===== src/rtl/fetch_if.sv =====
// Fetch-side bundle: decode/execute redirect inputs, instruction memory port and IF/ID outputs.
// Signal prefixes are as seen from the fetch unit; fetch uses "slave" and decode/memory use "master".
interface fetch_if;
    logic        i_con_stall;
    logic [1:0]  i_con_jump;
    logic [31:0] i_addr_jump;
    logic [31:0] i_data_jr;
    logic        i_con_branch;
    logic [31:0] i_addr_branch;
    logic        o_con_imemreq;
    logic [31:0] o_addr_imem;
    logic        i_con_imemready;
    logic [31:0] i_data_imem;
    logic [31:0] o_addr_pc4;
    logic [31:0] o_data_instr;
    logic        o_con_valid;

    modport slave (
        input  i_con_stall, i_con_jump, i_addr_jump, i_data_jr,
        input  i_con_branch, i_addr_branch, i_con_imemready, i_data_imem,
        output o_con_imemreq, o_addr_imem, o_addr_pc4, o_data_instr, o_con_valid
    );

    modport master (
        output i_con_stall, i_con_jump, i_addr_jump, i_data_jr,
        output i_con_branch, i_addr_branch, i_con_imemready, i_data_imem,
        input  o_con_imemreq, o_addr_imem, o_addr_pc4, o_data_instr, o_con_valid
    );
endinterface


===== src/rtl/fetch.sv =====
// Instruction fetch with IF/ID register; a memory completion reaches IF/ID on the same clock edge.
// Decode stall parks a completed word in a hold buffer and stops requests until the stall drops.
module fetch #(
    parameter logic [31:0] P_RESET_PC = 32'h0000_0000
) (
    input  logic   i_clk,
    input  logic   i_rst,
    fetch_if.slave io_bus
);
    typedef enum logic {S_RUN = 1'b0, S_HOLD = 1'b1} state_t;

    state_t      r_state;
    logic [31:0] r_pc;
    logic [31:0] r_target;
    logic [31:0] r_drop_addr;
    logic [31:0] r_hold_pc4;
    logic [31:0] r_hold_instr;
    logic [31:0] r_pc4;
    logic [31:0] r_instr;
    logic        r_valid;
    logic        r_drop;
    logic        r_jpend;

    logic        w_jump_vld;
    logic [31:0] w_jump_tgt;
    logic [31:0] w_pc4;
    logic [31:0] w_next_pc;

    assign w_jump_vld = ((io_bus.i_con_jump == 2'b01) || (io_bus.i_con_jump == 2'b10))
                        && !io_bus.i_con_stall;
    assign w_jump_tgt = (io_bus.i_con_jump == 2'b01) ? io_bus.i_addr_jump : io_bus.i_data_jr;
    assign w_pc4      = r_pc + 32'd4;
    assign w_next_pc  = w_jump_vld ? w_jump_tgt : (r_jpend ? r_target : w_pc4);

    // A flushed-but-open request keeps its original address until it completes.
    assign io_bus.o_con_imemreq = (r_state == S_RUN) && !i_rst;
    assign io_bus.o_addr_imem   = r_drop ? r_drop_addr : r_pc;
    assign io_bus.o_addr_pc4    = r_pc4;
    assign io_bus.o_data_instr  = r_instr;
    assign io_bus.o_con_valid   = r_valid;

    always_ff @(posedge i_clk or posedge i_rst) begin
        if (i_rst) begin
            r_state      <= S_RUN;
            r_pc         <= P_RESET_PC;
            r_target     <= '0;
            r_drop_addr  <= '0;
            r_hold_pc4   <= '0;
            r_hold_instr <= '0;
            r_pc4        <= '0;
            r_instr      <= '0;
            r_valid      <= 1'b0;
            r_drop       <= 1'b0;
            r_jpend      <= 1'b0;
        end else if (io_bus.i_con_branch) begin
            r_pc4        <= '0;
            r_instr      <= '0;
            r_valid      <= 1'b0;
            r_pc         <= io_bus.i_addr_branch;
            r_jpend      <= 1'b0;
            r_state      <= S_RUN;
            r_hold_pc4   <= '0;
            r_hold_instr <= '0;
            if ((r_state == S_RUN) && !io_bus.i_con_imemready) begin
                r_drop <= 1'b1;
                if (!r_drop) begin
                    r_drop_addr <= r_pc;
                end
            end else begin
                r_drop <= 1'b0;
            end
        end else if (r_state == S_RUN) begin
            if (io_bus.i_con_imemready) begin
                if (r_drop) begin
                    // Wrong-path word: discard without touching IF/ID or the PC.
                    r_drop <= 1'b0;
                    if (w_jump_vld) begin
                        r_target <= w_jump_tgt;
                        r_jpend  <= 1'b1;
                    end
                end else begin
                    r_pc    <= w_next_pc;
                    r_jpend <= 1'b0;
                    if (io_bus.i_con_stall) begin
                        r_hold_pc4   <= w_pc4;
                        r_hold_instr <= io_bus.i_data_imem;
                        r_state      <= S_HOLD;
                    end else begin
                        r_pc4   <= w_pc4;
                        r_instr <= io_bus.i_data_imem;
                        r_valid <= 1'b1;
                    end
                end
            end else begin
                if (!io_bus.i_con_stall) begin
                    r_pc4   <= '0;
                    r_instr <= '0;
                    r_valid <= 1'b0;
                end
                if (w_jump_vld) begin
                    r_target <= w_jump_tgt;
                    r_jpend  <= 1'b1;
                end
            end
        end else begin
            if (!io_bus.i_con_stall) begin
                r_pc4   <= r_hold_pc4;
                r_instr <= r_hold_instr;
                r_valid <= 1'b1;
                r_state <= S_RUN;
            end
            // The held word is the delay slot; the PC already points past it.
            if (w_jump_vld) begin
                r_target <= w_jump_tgt;
                r_jpend  <= 1'b1;
            end
        end
    end
endmodule


===== src/flat_wrapper.sv =====
// flat-port wrapper written by rule: the top's interface ports become plain ports
module fetch_flat 
#(
    parameter logic [31:0] P_RESET_PC = 32'h0000_0000
)
  (i_clk, i_rst, io_bus_i_con_stall, io_bus_i_con_jump, io_bus_i_addr_jump, io_bus_i_data_jr, io_bus_i_con_branch, io_bus_i_addr_branch, io_bus_i_con_imemready, io_bus_i_data_imem, io_bus_o_con_imemreq, io_bus_o_addr_imem, io_bus_o_addr_pc4, io_bus_o_data_instr, io_bus_o_con_valid);
  fetch_if io_bus_i ();
  input  logic i_clk;
  input  logic i_rst;
  input wire logic [$bits(io_bus_i.i_con_stall)-1:0] io_bus_i_con_stall;
  input wire logic [$bits(io_bus_i.i_con_jump)-1:0] io_bus_i_con_jump;
  input wire logic [$bits(io_bus_i.i_addr_jump)-1:0] io_bus_i_addr_jump;
  input wire logic [$bits(io_bus_i.i_data_jr)-1:0] io_bus_i_data_jr;
  input wire logic [$bits(io_bus_i.i_con_branch)-1:0] io_bus_i_con_branch;
  input wire logic [$bits(io_bus_i.i_addr_branch)-1:0] io_bus_i_addr_branch;
  input wire logic [$bits(io_bus_i.i_con_imemready)-1:0] io_bus_i_con_imemready;
  input wire logic [$bits(io_bus_i.i_data_imem)-1:0] io_bus_i_data_imem;
  output wire logic [$bits(io_bus_i.o_con_imemreq)-1:0] io_bus_o_con_imemreq;
  output wire logic [$bits(io_bus_i.o_addr_imem)-1:0] io_bus_o_addr_imem;
  output wire logic [$bits(io_bus_i.o_addr_pc4)-1:0] io_bus_o_addr_pc4;
  output wire logic [$bits(io_bus_i.o_data_instr)-1:0] io_bus_o_data_instr;
  output wire logic [$bits(io_bus_i.o_con_valid)-1:0] io_bus_o_con_valid;
  assign io_bus_i.i_con_stall = io_bus_i_con_stall;
  assign io_bus_i.i_con_jump = io_bus_i_con_jump;
  assign io_bus_i.i_addr_jump = io_bus_i_addr_jump;
  assign io_bus_i.i_data_jr = io_bus_i_data_jr;
  assign io_bus_i.i_con_branch = io_bus_i_con_branch;
  assign io_bus_i.i_addr_branch = io_bus_i_addr_branch;
  assign io_bus_i.i_con_imemready = io_bus_i_con_imemready;
  assign io_bus_i.i_data_imem = io_bus_i_data_imem;
  assign io_bus_o_con_imemreq = io_bus_i.o_con_imemreq;
  assign io_bus_o_addr_imem = io_bus_i.o_addr_imem;
  assign io_bus_o_addr_pc4 = io_bus_i.o_addr_pc4;
  assign io_bus_o_data_instr = io_bus_i.o_data_instr;
  assign io_bus_o_con_valid = io_bus_i.o_con_valid;
  fetch #(.P_RESET_PC(P_RESET_PC)) u_core (.i_clk(i_clk), .i_rst(i_rst), .io_bus(io_bus_i));
endmodule

===== config.mk =====
export PLATFORM = sky130hd
export DESIGN_NAME = fetch_flat
export DESIGN_NICKNAME = d
export VERILOG_FILES = /design/src/rtl/fetch_if.sv /design/src/rtl/fetch.sv /design/src/flat_wrapper.sv
export SDC_FILE = /design/constraint.sdc
export NUM_CORES = 1
export LEC_CHECK = 0
export ABC_AREA = 1
export CAP_MARGIN = 20
export CORE_ASPECT_RATIO = 0.75
export CORE_UTILIZATION = 45
export DETAILED_ROUTE_END_ITERATION = 8
export GPL_ROUTABILITY_DRIVEN = 0
export GPL_TIMING_DRIVEN = 0
export PLACE_DENSITY = 0.86
export SYNTH_ARGS = -nofsm -noshare
export SYNTH_HDL_FRONTEND = slang
export SYNTH_SLANG_ARGS = --single-unit

===== constraint.sdc =====
create_clock -name i_clk -period 8.05 [get_ports i_clk]
set_input_delay 1.61 -clock i_clk [delete_from_list [all_inputs] [get_ports i_clk]]
set_output_delay 1.61 -clock i_clk [all_outputs]
set_load 0.02 [all_outputs]

After elaboration in Yosys (flattened, before gate mapping)
Cells that the tools add are included.
Cells by class
  divide/modulo/power cells: 0
  mux-type cells: 55
  multiply operators: 0
  shift-type cells: 0
  reductions and logical operators: 16
  bitwise logic cells: 2
  equal/unequal tests: 10
  add/sub/neg operators: 1
  magnitude comparators: 0
Operators by type and width (count)
  $mux 32: 35
  $add 32x3->32 const B: 1
  $mux 1: 20
  $ne 3x1->1 const B: 3
  $reduce_and 2->1: 4
  $reduce_and 4->1: 2
  $ne 2x2->1 const B: 2
  $ne 4x1->1 const B: 1
  $ne 4x3->1 const B: 1
  $reduce_bool 2->1: 2
  $logic_and 1x1->1: 3
  $logic_not 1->1: 3
  $ne 3x3->1 const B: 1
  $reduce_and 3->1: 1
  $eq 2x1->1 const B: 1
  $eq 2x2->1 const B: 1
  $not 1->1: 2
  $logic_or 1x1->1: 1
Storage, ports and cells
  memory bits (read-only): 0
  word-level logic and storage cells: 95
  input bits: 135
  bits in registers: 228
  bits in writable memories: 0
  output and inout bits: 98
  memories kept: 0
  bits in latches: 0

Logic depth before layout (Yosys ltp)
Gate-level depths: netlist (run 1).
  depth after elaboration: 8
  depth in mapped cells: 12
  gate-level depth less buffers: 12

Least setup slack after synthesis (run 1)
No wires, ideal clock.
  path kind: in2out
  start: in i_rst
  end: out io_bus_o_con_imemreq
  arrival time: 1.890 ns
  buffers on the path: 0
  cell stages on the path: 1
  required time: 6.440 ns
  path slack: 4.550 ns
  cell sequence: nor2_1
Between the ends
  cells in the longest elaborated chain, start to end: 2
Ends and longest elaborated chain
  start, declared: line flat_wrapper.sv:9  | input logic i_rst;
  $logic_not 1->1: line fetch.sv:36  | assign io_bus.o_con_imemreq = (r_state == S_RUN) && !i_rst;
  $logic_and 1x1->1: line fetch.sv:36
  end, declared: line flat_wrapper.sv:18  | output wire logic [$bits(io_bus_i.o_con_imemreq)-1:0] io_bus_o_con_imemreq;
Every way passes these cells.

Worst setup path in the final report (run 1)
Ends and elaborated chain as after synthesis.

==> summary.md, run 1 <==
| Metric | Value |
|---|---|
| Status | complete, no violations |
| Slew Limit Fails | 0 |
| Leakage power | a little over 7 nW |
| Post-CTS Hold Fix Bufs | 0 |
| Routed wire length per instance | ~18 µm |
| RSZ-0062 raised after global routing | false |
| Vias in the first global route | about 12000 |
| Syn-to-layout area delta | 30.44% |
| Initial DRC Count | 1376 |
| Syn avg cell area | 7.456 µm² |
| Post-Syn Instances | 1600 |
| DRC | 0 |
| Final HPWL from detailed placement | a little under 30 mm |
| # clock sinks | ~230 |
| Vias per inst | ~5.6 |
| Flops & latches, synth | between 200 and 250 |
| Clk buf depth | 3 |
| Antenna diodes | 0 |
| Core Region | 0.02597 mm² |
| Endpoints failing hold | 0 |
| Clock Latency Late Sink | around 0.53 ns |
| Std-Cell Rows | slightly above 50 |
| Sequential area share after synthesis | 0.4782 |
| Cells on worst reg2reg path | 9 |
| Layout cells sized above 1 | 0.06663 |
| CTS Root Cell | clkbuf_16 |
| Worst Path Arrival | between 2 and 3 ns |
| GRT Util Overall | 0.2893 |
| Final setup viols | 0 |
| Routed Wire Length | about 40 mm |
| Worst-margin pin slew | around 0.7 ns |
| Syn Nets | between 1500 and 2000 |
| Clock transition at path regs | 0.06 ns |
| Initial antenna violation count | 1 |
| Post-synth cell types | 34 |
| Slew headroom | 0.5203 |
| Final ANT Viol Nets | 0 |
| Vias post-DR | between 10000 and 15000 |
| Grt ovf | 0 |
| Largest net degree at the start of global routing | between 100 and 150 |
| Die W | 190.0 µm |
| Initial Util | 0.4594 |
| Worst EP required | roughly 6.4 ns |
| CP Class | in2out |
| CTS tree | built |
| Initial DRT Pass Iterations | 6 |
| CP startpoint kind | primary input |
| Ys Warns | 0 |
| HP Class | reg2reg |
| Met1 WL | approximately 17 mm |
| I/O pin total | approximately 230 |
| Synthesized cell area | between 0.01 and 0.015 mm² |
| MaxCap Viol Count | 0 |
| Met2 routed WL | 17.26 mm |
| Worst-path fanout max | 2 |
| Final Cycle Share | 0.5547 |
| DR top layer | met5 |
| Min Hold Slack | 0.4728 ns |
| Final instance area | 0.01556 mm² |
| Hold Path Cell Cnt | 2 |
| Fin Setup TNS | 0 ns |
| Dpl cell area | around 0.015 mm² |
| WL met3 | 3.963 mm |
| Clock buffer count from CTS | 24 |
| CP Capture Type | primary output |
| Fin nets | 1996 |
| Postcts setup bufs | 0 |
| Chip height | around 140 µm |
| Post_cts resized | 0 |
| FMAX | 224.0 MHz |
| Final min period | 4.465 ns |
| Die area | about 0.027 mm² |
| Final Skew | 0.02324 ns |
| I/O Buffers | about 230 |
| Peak supply drop | 0.1693 mV |
| H-tree depth | 1 |
| Pwr/cell area | ~230 mW/mm² |
| Global-route wire length before repair | about 61 mm |
cell type report:
cell class                      count  area, µm²
Buffer                             93      411.6
Clock buffer                       32      690.7
Clock inverter                     11      152.6
Multi-Input combinational cell   1136       5276
Tap cell                          344      430.4
Sequential cell                   228       5705
Inverter                          143      544.3
Timing Repair Buffer              233       2350
Fill cell                        2192      10410
placed cells by master, fill, tap and decap left out, drive strengths merged, types with 8 or more instances in the layout:
cell type,synthesis,layout
a21oi,37,37
o21ai,172,172
a22oi,37,37
xor2,10,10
dfrtp,228,228
nand2,591,591
nor2,103,103
mux2i,8,8
clkdlybuf4s50,0,232
buf,48,49
nand3,100,100
o22ai,40,40
clkbuf,45,77
inv,143,144
synth_stat cells (all sizes together):
cell type	instances	area (µm²)
a22o	4	35.03
xor2	10	95.10
dfrtp	228	5705
o211ai	7	52.55
buf	48	240.2
a31oi	7	43.79
o22ai	40	250.2
clkbuf	45	171.4
a21oi	37	188.9
o21ai	172	860.8
ha	2	25.02
nand2	591	2248
or2	3	18.77
and2	5	31.28
mux2i	8	80.08
nand4	2	12.51
nand3b	1	7.510
nor2	103	495.5
inv	143	536.8
o21a	7	52.55
a22oi	37	277.8
nand3	100	500.5
cells by family (layout without fill, tap and decap cells):
| group | after synthesis | in the layout | synth area share |
|---|---|---|---|
| and+or+nand+nor | 805 | 805 | 0.2778 |
| AOI/OAI and AO/OA | 311 | 311 | 0.1477 |
| buffers and inverters | 236 | 512 | 0.07950 |
| DFF | 228 | 228 | 0.4782 |
| xor gates and xnor gates | 10 | 10 | 0.007971 |
| muxes | 8 | 8 | 0.006712 |
| adders and majority gates | 2 | 2 | 0.002097 |
power by group:
group / internal, mW / switching (mW)
Sequential: 1.32 / 0.121
Combinational: 0.351 / 0.583
Clock: 0.702 / 0.474
state kept, by name, indices dropped and copies added, names as in the netlist, 32 cells and up:
register	flops
u_core.r_hold_instr	32
u_core.r_drop_addr	32
u_core.r_pc	32
u_core.io_bus.o_addr_pc4	32
u_core.io_bus.o_data_instr	32
u_core.r_hold_pc4	32
u_core.r_target	32
metal layers:
metal	track usage	vias to the layer above
li1	-	5673
met1	0.4142	5830
met2	0.4383	720
met3	0.05800	114
met4	0.09338	2
met5	0	-
stage by stage:
step,util,power [mW],setup WS (ns),instances
after CTS,0.5992,3.539,3.576,2220
final,0.5992,3.553,3.585,2220
after detailed placement,0.5667,2.367,3.583,2177
after global placement,0.5654,2.332,-2.638,2176
after global routing,0.5992,3.706,3.539,2220
after floorplan,-,1.964,0.1921,1600
worst max-delay path, stage by stage:
cell	delay, ns
clkdlybuf4s50_1	0.51
nor2_1	0.13
clkdlybuf4s50_1	0.61
worst paths after layout:
kind / start / to / slack (ns)
worst max register to register: u_core.r_pc[2] / u_core.io_bus.o_addr_pc4[18] / 5.94
worst max-delay path: i_rst / io_bus_o_con_imemreq / 3.59
min in group asynchronous: i_rst / u_core.io_bus.o_addr_pc4[17] / 1.67
worst min-delay path: u_core.r_drop_addr[0] / u_core.r_drop_addr[0] / 0.47
max in group asynchronous: i_rst / u_core.r_hold_instr[5] / 5.31
worst min register to register: u_core.r_drop_addr[0] / u_core.r_drop_addr[0] / 0.47
Note: power is estimated with default switching activity, not from simulation.
==> run 2, diff against run 1 <==
clock period = 3.9 ns   (was 8.05 ns; I/O delays follow)
==> run 2 against run 1 <==
Compared with the run above:
- combinational power increased by 110%
- first-iteration DRC count up 4.9%
- sequential share of layout area down 0.059 points
- register-to-register slack worse by 4.2 ns
- worst hold slack gained 0.0013 ns
- final area increased by 0.16%
- critical path depth rose by 2
- core utilization increased by 0.096 points
- via count up 0.62%
- global-route usage increased by 0.35 points
- setup slack got worse by 3.2 ns
- largest cell class unchanged
==> summary.md, run 2 (synthesis gave the netlist of run 1 again) <==
| Metric | Value |
|---|---|
| Postcts setup bufs | 0 (unchanged) |
| Chip height | 143.0 µm (unchanged) |
| Clock buffer count from CTS | 24 (unchanged) |
| I/O Buffers | 232 (unchanged) |
| Worst EP required | 3.12 ns (-3.32 ns) |
| Min Hold Slack | 0.4741 ns (+0.001293 ns) |
| Initial DRC Count | 1443 (+4.9%) |
| Vias post-DR | 12420 (+0.62%) |
| CTS Root Cell | clkbuf_16 |
| Fin Setup TNS | 0 ns (unchanged) |
| RSZ-0062 raised after global routing | false |
| Worst-path fanout max | 10 (+8) |
| GRT Util Overall | 0.2928 (+0.003467) |
| Finished Layout Cells | 2223 (+0.14%) |
| Post_cts resized | 0 (unchanged) |
| Worst-margin pin slew | 0.7478 ns (+0.02825 ns) |
| MaxCap Viol Count | 0 (unchanged) |
| H-tree depth | 1 (unchanged) |
| Slew headroom | 0.5015 (-0.01884) |
| Vias per inst | 5.585 (+0.48%) |
| Routed Wire Length | 39.81 mm (+0.57%) |
| Std-Cell Rows | 51 (unchanged) |
| Worst Path Arrival | 2.77 ns (-0.08 ns) |
| Initial DRT Pass Iterations | 6 (unchanged) |
| Core Region | 0.02597 mm² (unchanged) |
| WL met3 | 4.315 mm (+8.9%) |
| Endpoints failing hold | 0 (unchanged) |
| Final ANT Viol Nets | 0 (unchanged) |
| Clock transition at path regs | 0.06 ns (about the same) |
| Post-CTS Hold Fix Bufs | 0 (unchanged) |
| Final Cycle Share | 0.9112 |
| Final HPWL from detailed placement | 30.00 mm (+1.5%) |
| Global-route wire length before repair | 62.34 mm (+1.5%) |
| # clock sinks | 228 (unchanged) |
| Final min period | ~3.6 ns |
| Grt ovf | 0 (unchanged) |
| Initial Util | 0.4594 (unchanged) |
| Slew Limit Fails | 0 (unchanged) |
| Pwr/cell area | 463.1 mW/mm² (+100%) |
| Met2 routed WL | 17.31 mm (+0.32%) |
| CP startpoint kind | flop |
| Final total power | 7.218 mW (+100%) |
| Largest net degree at the start of global routing | 42 (-67%) |
| End-of-flow core utilization | 0.6001 (+0.0009640) |
| DRC | 0 (unchanged) |
| Commonest cells after routing, fill and taps aside | nand2_1, clkdlybuf4s50_1, dfrtp_1 |
| Dpl cell area | 0.01481 mm² (+0.60%) |
| DP Worst Slack | 0.8203 ns (-2.763 ns) |
| CP Capture Type | primary output |
| Vias in the first global route | 11750 (+0.92%) |
| Commonest non-fill, non-tap cell in the layout | nand2_1 |
| I/O pin total | 233 (unchanged) |
| Final setup viols | 0 (unchanged) |
| Fin worst setup slack | 0.3464 ns (-3.239 ns) |
| CP Class | reg2out |
| DR top layer | met4 |
| Layout cells sized above 1 | 0.06759 (+0.0009580) |
| Routed wire length per instance | 17.91 µm (+0.44%) |
| Status | complete, no violations |
| Met1 WL | 16.86 mm (-0.97%) |
| Final instance area | 0.01559 mm² (+0.16%) |
| Antenna diodes | 0 (unchanged) |
| CTS tree | built |
| Fin nets | 2001 (+0.25%) |
| Peak supply drop | 0.3429 mV (+100%) |
| Placed cells | 2182 (+0.23%) |
| Clk buf depth | 3 (unchanged) |
| Die W | 190.0 µm (unchanged) |
| Clock Latency Late Sink | 0.54 ns (about the same) |
| HP Class | reg2reg |
| Final Skew | 0.02743 ns (+0.004189 ns) |
| Die area | 0.02717 mm² (unchanged) |
| FMAX | 281.4 MHz |
| Initial antenna violation count | 0 (-1) |
| Syn-to-layout area delta | 30.65% |
| Leakage power | 7.271 nW (+0.21%) |
run 2: final cells by class:
cell class | count | area (µm²)
Timing Repair Buffer | 238 | 2442
Clock buffer | 34 | 708.2
Multi-Input combinational cell | 1136 | 5276
Fill cell | 2175 | 10390
Tap cell | 344 | 430.4
Inverter | 143 | 540.5
Clock inverter | 7 | 71.32
Buffer | 93 | 411.6
Sequential cell | 228 | 5705
run 2: power by group:
| part | internal [mW] | switching (mW) | total [mW] |
|---|---|---|---|
| sequential | 2.73 | 0.250 | 2.98 |
| combinational | 0.734 | 1.21 | 1.94 |
| clock | 1.33 | 0.974 | 2.30 |
run 2: path summary, 6_finish.rpt:
kind,endpoint,slack [ns],startpoint,cells past startpoint
max,io_bus_o_addr_imem[8],0.35,u_core.r_drop,5
min,u_core.r_drop_addr[0],0.47,u_core.r_drop_addr[0],2
max reg2reg,u_core.r_pc[18],1.77,u_core.r_pc[2],9
min reg2reg,u_core.r_drop_addr[0],0.47,u_core.r_drop_addr[0],2
max in group asynchronous,u_core.r_drop_addr[1],2.26,i_rst,5
min in group asynchronous,u_core.r_drop_addr[15],0.62,i_rst,2
run 2: critical path, cell delays in order (launching register included):
cell and delay [ns]:
dfrtp_1 0.33, buf_2 0.20, clkbuf_1 0.60, nand2_1 0.14, o21ai_0 0.25, clkdlybuf4s50_1 0.71
run 2: routing by layer:
metal,GRT usage,up-vias
met5,0,-
li1,-,5676
met2,0.4395,738
met3,0.05530,113
met4,0.09168,0
met1,0.4254,5888
